### src/rtl/dht11_frame_rx.sv
// DHT11 single-wire host receiver: start pulse, response/bit timing, 40-bit frame capture.
// Define DHT11_CHECKSUM_EN to reject frames whose checksum byte does not match.
module dht11_frame_rx #(
   parameter int CLK_MHZ        = 50,
   parameter int START_LOW_US   = 18000,
   parameter int TIMEOUT_US     = 200,
   parameter int BIT1_THRESH_US = 40
) (
   input  logic       clk,
   input  logic       rst,
   input  logic       start,
   input  logic       data,
   output logic       data_oe,
   output logic       busy,
   output logic       valid,
   output logic [7:0] hum_int,
   output logic [7:0] hum_dec,
   output logic [7:0] temp_int,
   output logic [7:0] temp_dec,
   output logic       err,
   output logic [1:0] err_code
);
   localparam int              PW        = (CLK_MHZ > 1) ? $clog2(CLK_MHZ) : 1;
   localparam logic [PW-1:0]   PRE_LAST  = PW'(CLK_MHZ - 1);
   localparam logic [14:0]     US_MAX    = 15'h7fff;
   localparam logic [14:0]     START_US  = 15'(START_LOW_US);
   localparam logic [14:0]     TMO_US    = 15'(TIMEOUT_US);
   localparam logic [14:0]     THRESH_US = 15'(BIT1_THRESH_US);

   typedef enum logic [2:0] {
      S_IDLE, S_START_LOW, S_WAIT_RESP, S_RESP_LOW,
      S_RESP_HIGH, S_BIT_LOW, S_BIT_HIGH, S_CHECK
   } state_t;

`ifdef DHT11_CHECKSUM_EN
   function automatic logic [7:0] checksum8(input logic [31:0] b);
      return b[31:24] + b[23:16] + b[15:8] + b[7:0];
   endfunction
`endif

   state_t        state_q, state_d;
   logic [1:0]    sync_q, sync_d;
   logic          prev_q, prev_d;
   logic [PW-1:0] pre_q, pre_d;
   logic [14:0]   us_q, us_d;
   logic [5:0]    bit_cnt_q, bit_cnt_d;
   logic [39:0]   shift_q, shift_d;
   logic [31:0]   bytes_q, bytes_d;
   logic          data_oe_q, data_oe_d;
   logic          busy_q, busy_d;
   logic          valid_q, valid_d;
   logic          err_q, err_d;
   logic [1:0]    err_code_q, err_code_d;

   logic          rise_s, fall_s, tick_s, tmo_s, frame_ok_s;
   logic [14:0]   us_now_s;

   // Next-state and next-output computation for the whole receiver.
   always_comb begin
      rise_s   = sync_q[1] & ~prev_q;
      fall_s   = ~sync_q[1] & prev_q;
      tick_s   = (pre_q == PRE_LAST);
      // Elapsed whole microseconds including the current cycle.
      us_now_s = (tick_s && (us_q != US_MAX)) ? us_q + 15'd1 : us_q;
      tmo_s    = (us_now_s >= TMO_US);
`ifdef DHT11_CHECKSUM_EN
      frame_ok_s = (shift_q[7:0] == checksum8(shift_q[39:8]));
`else
      frame_ok_s = 1'b1;
`endif

      sync_d     = {sync_q[0], data};
      prev_d     = sync_q[1];
      state_d    = state_q;
      pre_d      = tick_s ? '0 : pre_q + PW'(1);
      us_d       = us_now_s;
      bit_cnt_d  = bit_cnt_q;
      shift_d    = shift_q;
      bytes_d    = bytes_q;
      data_oe_d  = data_oe_q;
      busy_d     = busy_q;
      valid_d    = 1'b0;
      err_d      = 1'b0;
      err_code_d = err_code_q;

      case (state_q)
         S_IDLE: begin
            if (start) begin
               state_d    = S_START_LOW;
               data_oe_d  = 1'b1;
               busy_d     = 1'b1;
               err_code_d = 2'd0;
               bit_cnt_d  = 6'd0;
            end else begin
               data_oe_d = 1'b0;
            end
         end
         S_START_LOW: begin
            if (us_now_s == START_US) begin
               state_d   = S_WAIT_RESP;
               data_oe_d = 1'b0;
            end else begin
               data_oe_d = 1'b1;
            end
         end
         S_WAIT_RESP: begin
            if (fall_s) begin
               state_d = S_RESP_LOW;
            end else if (tmo_s) begin
               state_d    = S_IDLE;
               busy_d     = 1'b0;
               err_d      = 1'b1;
               err_code_d = 2'd1;
            end else begin
               state_d = S_WAIT_RESP;
            end
         end
         S_RESP_LOW, S_BIT_LOW: begin
            if (rise_s) begin
               state_d = (state_q == S_RESP_LOW) ? S_RESP_HIGH : S_BIT_HIGH;
            end else if (tmo_s) begin
               state_d    = S_IDLE;
               busy_d     = 1'b0;
               err_d      = 1'b1;
               err_code_d = 2'd3;
            end else begin
               state_d = state_q;
            end
         end
         S_RESP_HIGH: begin
            if (fall_s) begin
               state_d = S_BIT_LOW;
            end else if (tmo_s) begin
               state_d    = S_IDLE;
               busy_d     = 1'b0;
               err_d      = 1'b1;
               err_code_d = 2'd3;
            end else begin
               state_d = S_RESP_HIGH;
            end
         end
         S_BIT_HIGH: begin
            if (fall_s) begin
               shift_d   = {shift_q[38:0], (us_now_s > THRESH_US)};
               bit_cnt_d = bit_cnt_q + 6'd1;
               state_d   = (bit_cnt_q == 6'd39) ? S_CHECK : S_BIT_LOW;
            end else if (tmo_s) begin
               state_d    = S_IDLE;
               busy_d     = 1'b0;
               err_d      = 1'b1;
               err_code_d = 2'd3;
            end else begin
               state_d = S_BIT_HIGH;
            end
         end
         S_CHECK: begin
            state_d = S_IDLE;
            busy_d  = 1'b0;
            if (frame_ok_s) begin
               valid_d = 1'b1;
               bytes_d = shift_q[39:8];
            end else begin
               err_d      = 1'b1;
               err_code_d = 2'd2;
            end
         end
         default: begin
            state_d   = S_IDLE;
            busy_d    = 1'b0;
            data_oe_d = 1'b0;
         end
      endcase

      // The microsecond timebase restarts on every state entry.
      if (state_d != state_q) begin
         pre_d = '0;
         us_d  = 15'd0;
      end else begin
         us_d = us_now_s;
      end
   end

   // State and output registers; rst returns everything to idle values.
   always_ff @(posedge clk) begin
      if (rst) begin
         state_q    <= S_IDLE;
         sync_q     <= 2'b11;
         prev_q     <= 1'b1;
         pre_q      <= '0;
         us_q       <= 15'd0;
         bit_cnt_q  <= 6'd0;
         shift_q    <= 40'd0;
         bytes_q    <= 32'd0;
         data_oe_q  <= 1'b0;
         busy_q     <= 1'b0;
         valid_q    <= 1'b0;
         err_q      <= 1'b0;
         err_code_q <= 2'd0;
      end else begin
         state_q    <= state_d;
         sync_q     <= sync_d;
         prev_q     <= prev_d;
         pre_q      <= pre_d;
         us_q       <= us_d;
         bit_cnt_q  <= bit_cnt_d;
         shift_q    <= shift_d;
         bytes_q    <= bytes_d;
         data_oe_q  <= data_oe_d;
         busy_q     <= busy_d;
         valid_q    <= valid_d;
         err_q      <= err_d;
         err_code_q <= err_code_d;
      end
   end

   assign data_oe  = data_oe_q;
   assign busy     = busy_q;
   assign valid    = valid_q;
   assign err      = err_q;
   assign err_code = err_code_q;
   assign hum_int  = bytes_q[31:24];
   assign hum_dec  = bytes_q[23:16];
   assign temp_int = bytes_q[15:8];
   assign temp_dec = bytes_q[7:0];

endmodule

### config.mk
export PLATFORM = sky130hd
export DESIGN_NAME = dht11_frame_rx
export DESIGN_NICKNAME = d
export VERILOG_FILES = /design/src/rtl/dht11_frame_rx.sv
export SDC_FILE = /design/constraint.sdc
export NUM_CORES = 1
export LEC_CHECK = 0
export CAP_MARGIN = 10
export CORE_ASPECT_RATIO = 1.25
export CORE_UTILIZATION = 57
export DETAILED_ROUTE_END_ITERATION = 10
export GPL_TIMING_DRIVEN = 1
export PLACE_DENSITY = 0.79
export SKIP_LAST_GASP = 1
export SLEW_MARGIN = 20
export SYNTH_ARGS = -nofsm -noshare
export SYNTH_HDL_FRONTEND = slang
export SYNTH_SLANG_ARGS = --single-unit
### constraint.sdc
create_clock -name clk -period 4.3 [get_ports clk]
set_clock_uncertainty 0.15 [all_clocks]
set_input_delay 0.86 -clock clk [delete_from_list [all_inputs] [get_ports clk]]
set_output_delay 0.86 -clock clk [all_outputs]
set_load 0.03 [all_outputs]
== After elaboration in Yosys (flattened, before gate mapping) ==
Index checks and enable logic that the tools add are counted.
Storage, ports and cells
  register bits after elaboration: 111
  bits in latches: 0
  bits in writable memories: 0
  ROM bits: 0
  bits of input ports: 4
  output and inout port bits: 38
  logic and storage cells: 93
  memories: 0
Operators by class
  add/sub/neg operators: 3
  multipliers: 0
  div/mod/pow operators: 0
  magnitude comparators: 2
  equal/unequal tests: 19
  shift operators: 0
  mux-type cells: 37
  bitwise gates (word level): 4
  reductions and logical operators: 15
Operators by type and width (count)
  3-bit 2-to-1 mux: 8
  3-bit case mux with 7 select lines: 1
  2-bit 2-to-1 mux: 10
  15-bit by 1-bit adder with 15-bit output (second input constant): 1
  15-bit == test (second input constant): 1
  15-bit by 8-bit >= comparator with 1-bit output (second input constant): 1
  15-bit by 6-bit greater-than comparator with 1-bit output (second input constant): 1
  15-bit 2-to-1 mux: 1
  15-bit inequality test (second input constant): 1
  2-bit inequality test (second input constant): 7
  6-bit by 1-bit adder with 6-bit output (second input constant): 2
  3-bit == test (second input constant): 4
  6-bit == test (second input constant): 2
  6-bit 2-to-1 mux: 2
  6-bit case mux with 2 select lines: 1
  1-bit 2-to-1 mux: 10
  2-bit case mux with 4 select lines: 1
  4-bit nonzero test: 2
  3-bit by 2-bit == test with 1-bit output (second input constant): 2
  6-bit AND reduction: 1
  2-bit OR reduction: 3
  3-bit OR reduction: 2
  1-bit case mux with 2 select lines: 2
  1-bit case mux with 4 select lines: 1
  10 further kinds: 13

== Depth between registers and ports, before layout ==
  depth after elaboration: 9
  gate-level depth with buffers: 11
  depth with buffers taken out: 10

== Worst setup path before layout ==
Ideal clock, no wire load.
  path kind: reg2reg
  start: reg us_q[1]
  end: reg pre_q[4]
  setup time: 0.139 ns
  data arrival time: 3.057 ns
  setup slack: 0.954 ns
  stages on the path, launching flop included: 11
  path buffers: 1
  period minus slack after synthesis: 3.346 ns
  cells stage by stage: dfxtp_1 ha_1 nand4_1 or4_4 nor2_1 xnor2_1 or4_1 or4_4 a21oi_4 buf_6 nor4_1
Between the ends
  cells in the longest elaborated chain, start to end: 9
  elaborated cells between the ends (all ways): 18
Ends and longest elaborated chain
  start: declaration: RTL line 45  | logic [14:0] us_q, us_d;
  start signal: assignment: RTL line 204  | us_q <= us_d;
  parallel branches: the longest is 2 deep, another holds 15-bit by 1-bit adder with 15-bit output
  15-bit 2-to-1 mux *: RTL line 64  | us_now_s = (tick_s && (us_q != US_MAX)) ? us_q + 15'd1 : us_q;
  15-bit by 8-bit >= comparator with 1-bit output: RTL line 65  | tmo_s = (us_now_s >= TMO_US);
  3-bit 2-to-1 mux, or another cell as far along: RTL line 121  | end else if (tmo_s) begin
  3-bit 2-to-1 mux, or another cell as far along: RTL line 119  | if (rise_s) begin
  3-bit case mux with 7 select lines *: RTL line 86  | case (state_q)
  3-bit inequality test *: RTL line 175  | if (state_d != state_q) begin
  3-bit OR reduction (no source line) *
  end signal: assignment: RTL line 203  | pre_q <= pre_d;
  end: declaration: RTL line 44  | logic [PW-1:0] pre_q, pre_d;
Mark *: on every way between the ends.
A chain may end at the register's enable or synchronous reset.

== Worst setup path in the final report ==
  start: reg us_q[0]
  end: reg us_q[12]
Between the ends
  cells in the longest elaborated chain, start to end: 9
  elaborated cells between the ends (all ways): 18
Ends and longest elaborated chain (RTL line)
  parallel branches: the longest is 2 deep, another holds 15-bit by 1-bit adder with 15-bit output
  15-bit 2-to-1 mux *: 64
  15-bit by 8-bit >= comparator with 1-bit output: 65
  3-bit 2-to-1 mux, or another cell as far along: 121
  3-bit 2-to-1 mux, or another cell as far along: 119
  3-bit case mux with 7 select lines: 86
  3-bit inequality test: 175
  2-bit OR reduction (no source line)
Marks and branches as above.

==> flow_metrics.py <==
metrics = {
    "final_layout": {
        "final-seq-area_sq_um": 2220,
        "fin_nets": 646,
        "final.fill_count": 718,
        "most_used_cells_in_the_layout_excluding_fill_and_tap_cells": "176 x sky130_fd_sc_hd__nand2_1, 111 x sky130_fd_sc_hd__dfxtp_1, 84 x sky130_fd_sc_hd__a21oi_1",
        "post-route-cell-area_sq_um": 5530,
        "multi_input_area_sq_um": 2490,
        "final_core_util_pct": 66.7,
        "antennaDiodeCount": 0,
        "area_growth_syn_to_layout_pct": 12.6,
        "fin_cells": 738,
        "post_route_cells_drive_above_1_share_pct": 6.71,
        "mostFrequentLayoutCell": "sky130_fd_sc_hd__nand2_1",
    },
    "timing": {
        "worst_slew_pin_slew_ns": 0.784,
        "final_hold_viol_count": 0,
        "period_share_pct": 92.3,
        "max_clock_freq_mhz": 252,
        "post-route-min-period_ns": 3.97,
        "finalSetupViolations": 0,
        "grt_setup_unrepaired": "no",
        "tns_ns": 0,
        "slew_headroom_pct": 47.2,
        "finalMaxSlewViolations": 0,
        "final.setup.worst_slack_ns": 0.331,
        "fin_worst_hold_slack_ns": 0.271,
    },
    "routing": {
        "drt_first_pass_iters": 6,
        "route.detailed.drc": 0,
        "routed_wire_length_per_instance_um": 14.6,
        "route.detailed.vias_per_inst": 5.93,
        "antenna_violating_nets_post_route": 0,
        "drt-total-wl_mm": 10.8,
        "drt_iter0_drc": 254,
        "dr_total_vias": 4378,
    },
    "outcome": {
        "run_status": "finished, final reports clean",
    },
    "floorplan": {
        "horizontal_die_dimension_um": 85,
        "floorplan.initialDensity_pct": 59.2,
        "core-area_sq_um": 8290,
        "rows": 37,
        "fp.dieArea_sq_um": 8990,
        "fp.dieH_um": 106,
        "io_pins": 42,
    },
    "flow_run": {
        "max-cap-violations": 0,
    },
    "pwr": {
        "total_power_mw": 1.76,
        "cellPowerDensity_nw_per_um2": 319,
        "worst_ir_drop_vdd_v": 0.000164,
        "power.static_leakage_nw": 1.78,
    },
    "placement": {
        "gpl.final_weighted_congestion": 0.876,
        "place.port_buffers": 41,
        "detail_placement_hpwl_mm": 7.19,
        "post-place-cells": 724,
        "dp_worst_setup_slack_ns": 0.359,
        "placed_cell_area_sq_um": 5320,
    },
    "worst_setup_path": {
        "cp_arrival_ns": 4.04,
        "number_of_buffers_and_inverters_on_the_critical_path": 0,
        "timing.critical_path.depth": 9,
        "max_stage_delay_ns": 0.61,
        "critPathCaptureType": "register",
        "r2r.worst_path.cells": 9,
        "critical_path.slowest_cell": "sky130_fd_sc_hd__or4_4",
        "crit_family": "simple AND/OR/NAND/NOR gates",
        "path_common_cell": "sky130_fd_sc_hd__or4_4",
        "worst-path-max-fanout": 21,
        "crit_path_start_kind": "register",
        "worst-setup-path-type": "register to register",
        "worst_path_cell_chain": "ha_1 > nand4_1 > or4_4 > nor2_1 > xnor2_1 > or4_1 > or4_4 > a21oi_4 > a211oi_1",
        "required_ns": 4.37,
    },
    "cts": {
        "clock_tree_from_tritoncts": "built",
        "clock_path_buffers": 2,
        "cts-resized-gates": 0,
        "clockRootBuffer": "sky130_fd_sc_hd__clkbuf_8",
        "postCtsSetupBuffers": 0,
        "htreeDepth": 3,
        "cts_buffers": 9,
        "numClockSinks": 111,
        "skew_pair_late_insertion_delay_ns": 0.37,
        "cts_hold_repair.buffers": 0,
        "path_clk_slew_ns": 0.10,
    },
    "synthesis": {
        "synth_async_sr_flop_share_pct": 0,
        "synth_cells": 621,
        "synth_flop_cell": "sky130_fd_sc_hd__dfxtp_1",
        "syn-cell-area_sq_um": 4910,
        "postSynthRegisterBits": 111,
        "synth_nets": 629,
        "synth_sequential_area_ratio_pct": 45.3,
        "synth_cell_types": 59,
        "synth_edf_count": 0,
        "synthesis.area_per_instance_sq_um": 7.90,
        "synthesis.yosys.warnings": 0,
    },
    "worst_hold_path": {
        "min_path_type": "register to register",
        "hold_path_depth": 1,
    },
    "global_routing": {
        "number_of_global_route_vias_before_repair": 3901,
        "overflow": 0,
        "groute.usage.overall_pct": 24.5,
        "grt_max_degree": 82,
        "grt_pass1_wl_mm": 17.7,
        "number_of_antenna_violations_at_the_first_check_in_global_routing": 0,
    },
}
registers in the layout (all words and copies together) (netlist names), 2 cells and up:
signal,count
bit_cnt_q,6
bytes_q,32
err_code,2
pre_q,6
shift_q,40
state_q,3
sync_q,2
us_q,15
synthesized netlist by cell type (4+ instances only):
| library cell | n | share of area, % |
|---|---|---|
| sky130_fd_sc_hd__o211ai_1 | 5 | 0.76 |
| sky130_fd_sc_hd__nor2_1 | 23 | 1.8 |
| sky130_fd_sc_hd__a311oi_1 | 4 | 0.71 |
| sky130_fd_sc_hd__clkbuf_1 | 39 | 3.0 |
| sky130_fd_sc_hd__or3_1 | 5 | 0.64 |
| sky130_fd_sc_hd__nor3b_1 | 4 | 0.61 |
| sky130_fd_sc_hd__a211oi_1 | 4 | 0.61 |
| sky130_fd_sc_hd__nand3_1 | 14 | 1.4 |
| sky130_fd_sc_hd__a21oi_1 | 84 | 8.6 |
| sky130_fd_sc_hd__nor4_1 | 9 | 1.1 |
| sky130_fd_sc_hd__nand2_1 | 176 | 13 |
| sky130_fd_sc_hd__dfxtp_1 | 111 | 45 |
| sky130_fd_sc_hd__ha_1 | 4 | 1.0 |
| sky130_fd_sc_hd__o21ai_0 | 9 | 0.92 |
| sky130_fd_sc_hd__xor2_1 | 8 | 1.4 |
| sky130_fd_sc_hd__or2_2 | 5 | 0.64 |
| sky130_fd_sc_hd__and3_1 | 6 | 0.76 |
| sky130_fd_sc_hd__nor3_1 | 24 | 2.4 |
| sky130_fd_sc_hd__nand4_1 | 8 | 1.0 |
| sky130_fd_sc_hd__inv_1 | 6 | 0.46 |
| sky130_fd_sc_hd__xnor2_1 | 15 | 2.7 |
power breakdown:
group          internal [mW]  switching (mW)  total (mW)
Sequential              1.03         0.00609        1.04
Combinational         0.0192          0.0386      0.0578
Clock                  0.324           0.343       0.668
Total                   1.38           0.388        1.76
path summary, 6_finish.rpt:
kind                     to  slack (ns)       from
hold / removal    sync_q[1]        0.27  sync_q[0]
setup reg to reg   us_q[12]        0.33    us_q[0]
setup / recovery   us_q[12]        0.33    us_q[0]
hold reg to reg   sync_q[1]        0.27  sync_q[0]
area by class of cell:
type	instances	share of cell area (%)
Multi-Input combinational cell	461	45.0
Clock inverter	5	1.49
Inverter	6	0.407
Sequential cell	111	40.2
Timing Repair Buffer	49	8.42
Clock buffer	9	2.24
Tap cell	97	2.20
cells by family (layout without fill, tap and decap cells):
family	Yosys count	in the layout	synth area share, %
adder cells (fa/ha/maj)	4	4	1.02
AO/OA/AOI/OAI	134	134	16.5
AND/OR/NAND/NOR	297	297	28.3
multiplexers	3	3	0.612
buffers and inverters	49	69	4.10
XOR/XNOR	23	23	4.10
flip-flops	111	111	45.3
worst reg2reg max path: cells and delay by family, from the launching register on:
| family | cells | cell delay [ns] |
|---|---|---|
| AO/OA/AOI/OAI | 2 | 0.63 |
| XOR/XNOR | 1 | 0.11 |
| adder cells (fa/ha/maj) | 1 | 0.32 |
| flip-flops | 1 | 0.50 |
| AND/OR/NAND/NOR | 5 | 2.10 |
per-layer routing:
layer  up-vias  global-route usage [%]  wire length (um)
li1       2178                       -                 -
met1      2020                    30.3              4650
met2       148                    40.4              5220
met3        32                    4.46               562
met4         0                    12.5               380
met5         -                       0                 0
(Power assumes the default switching activity.)
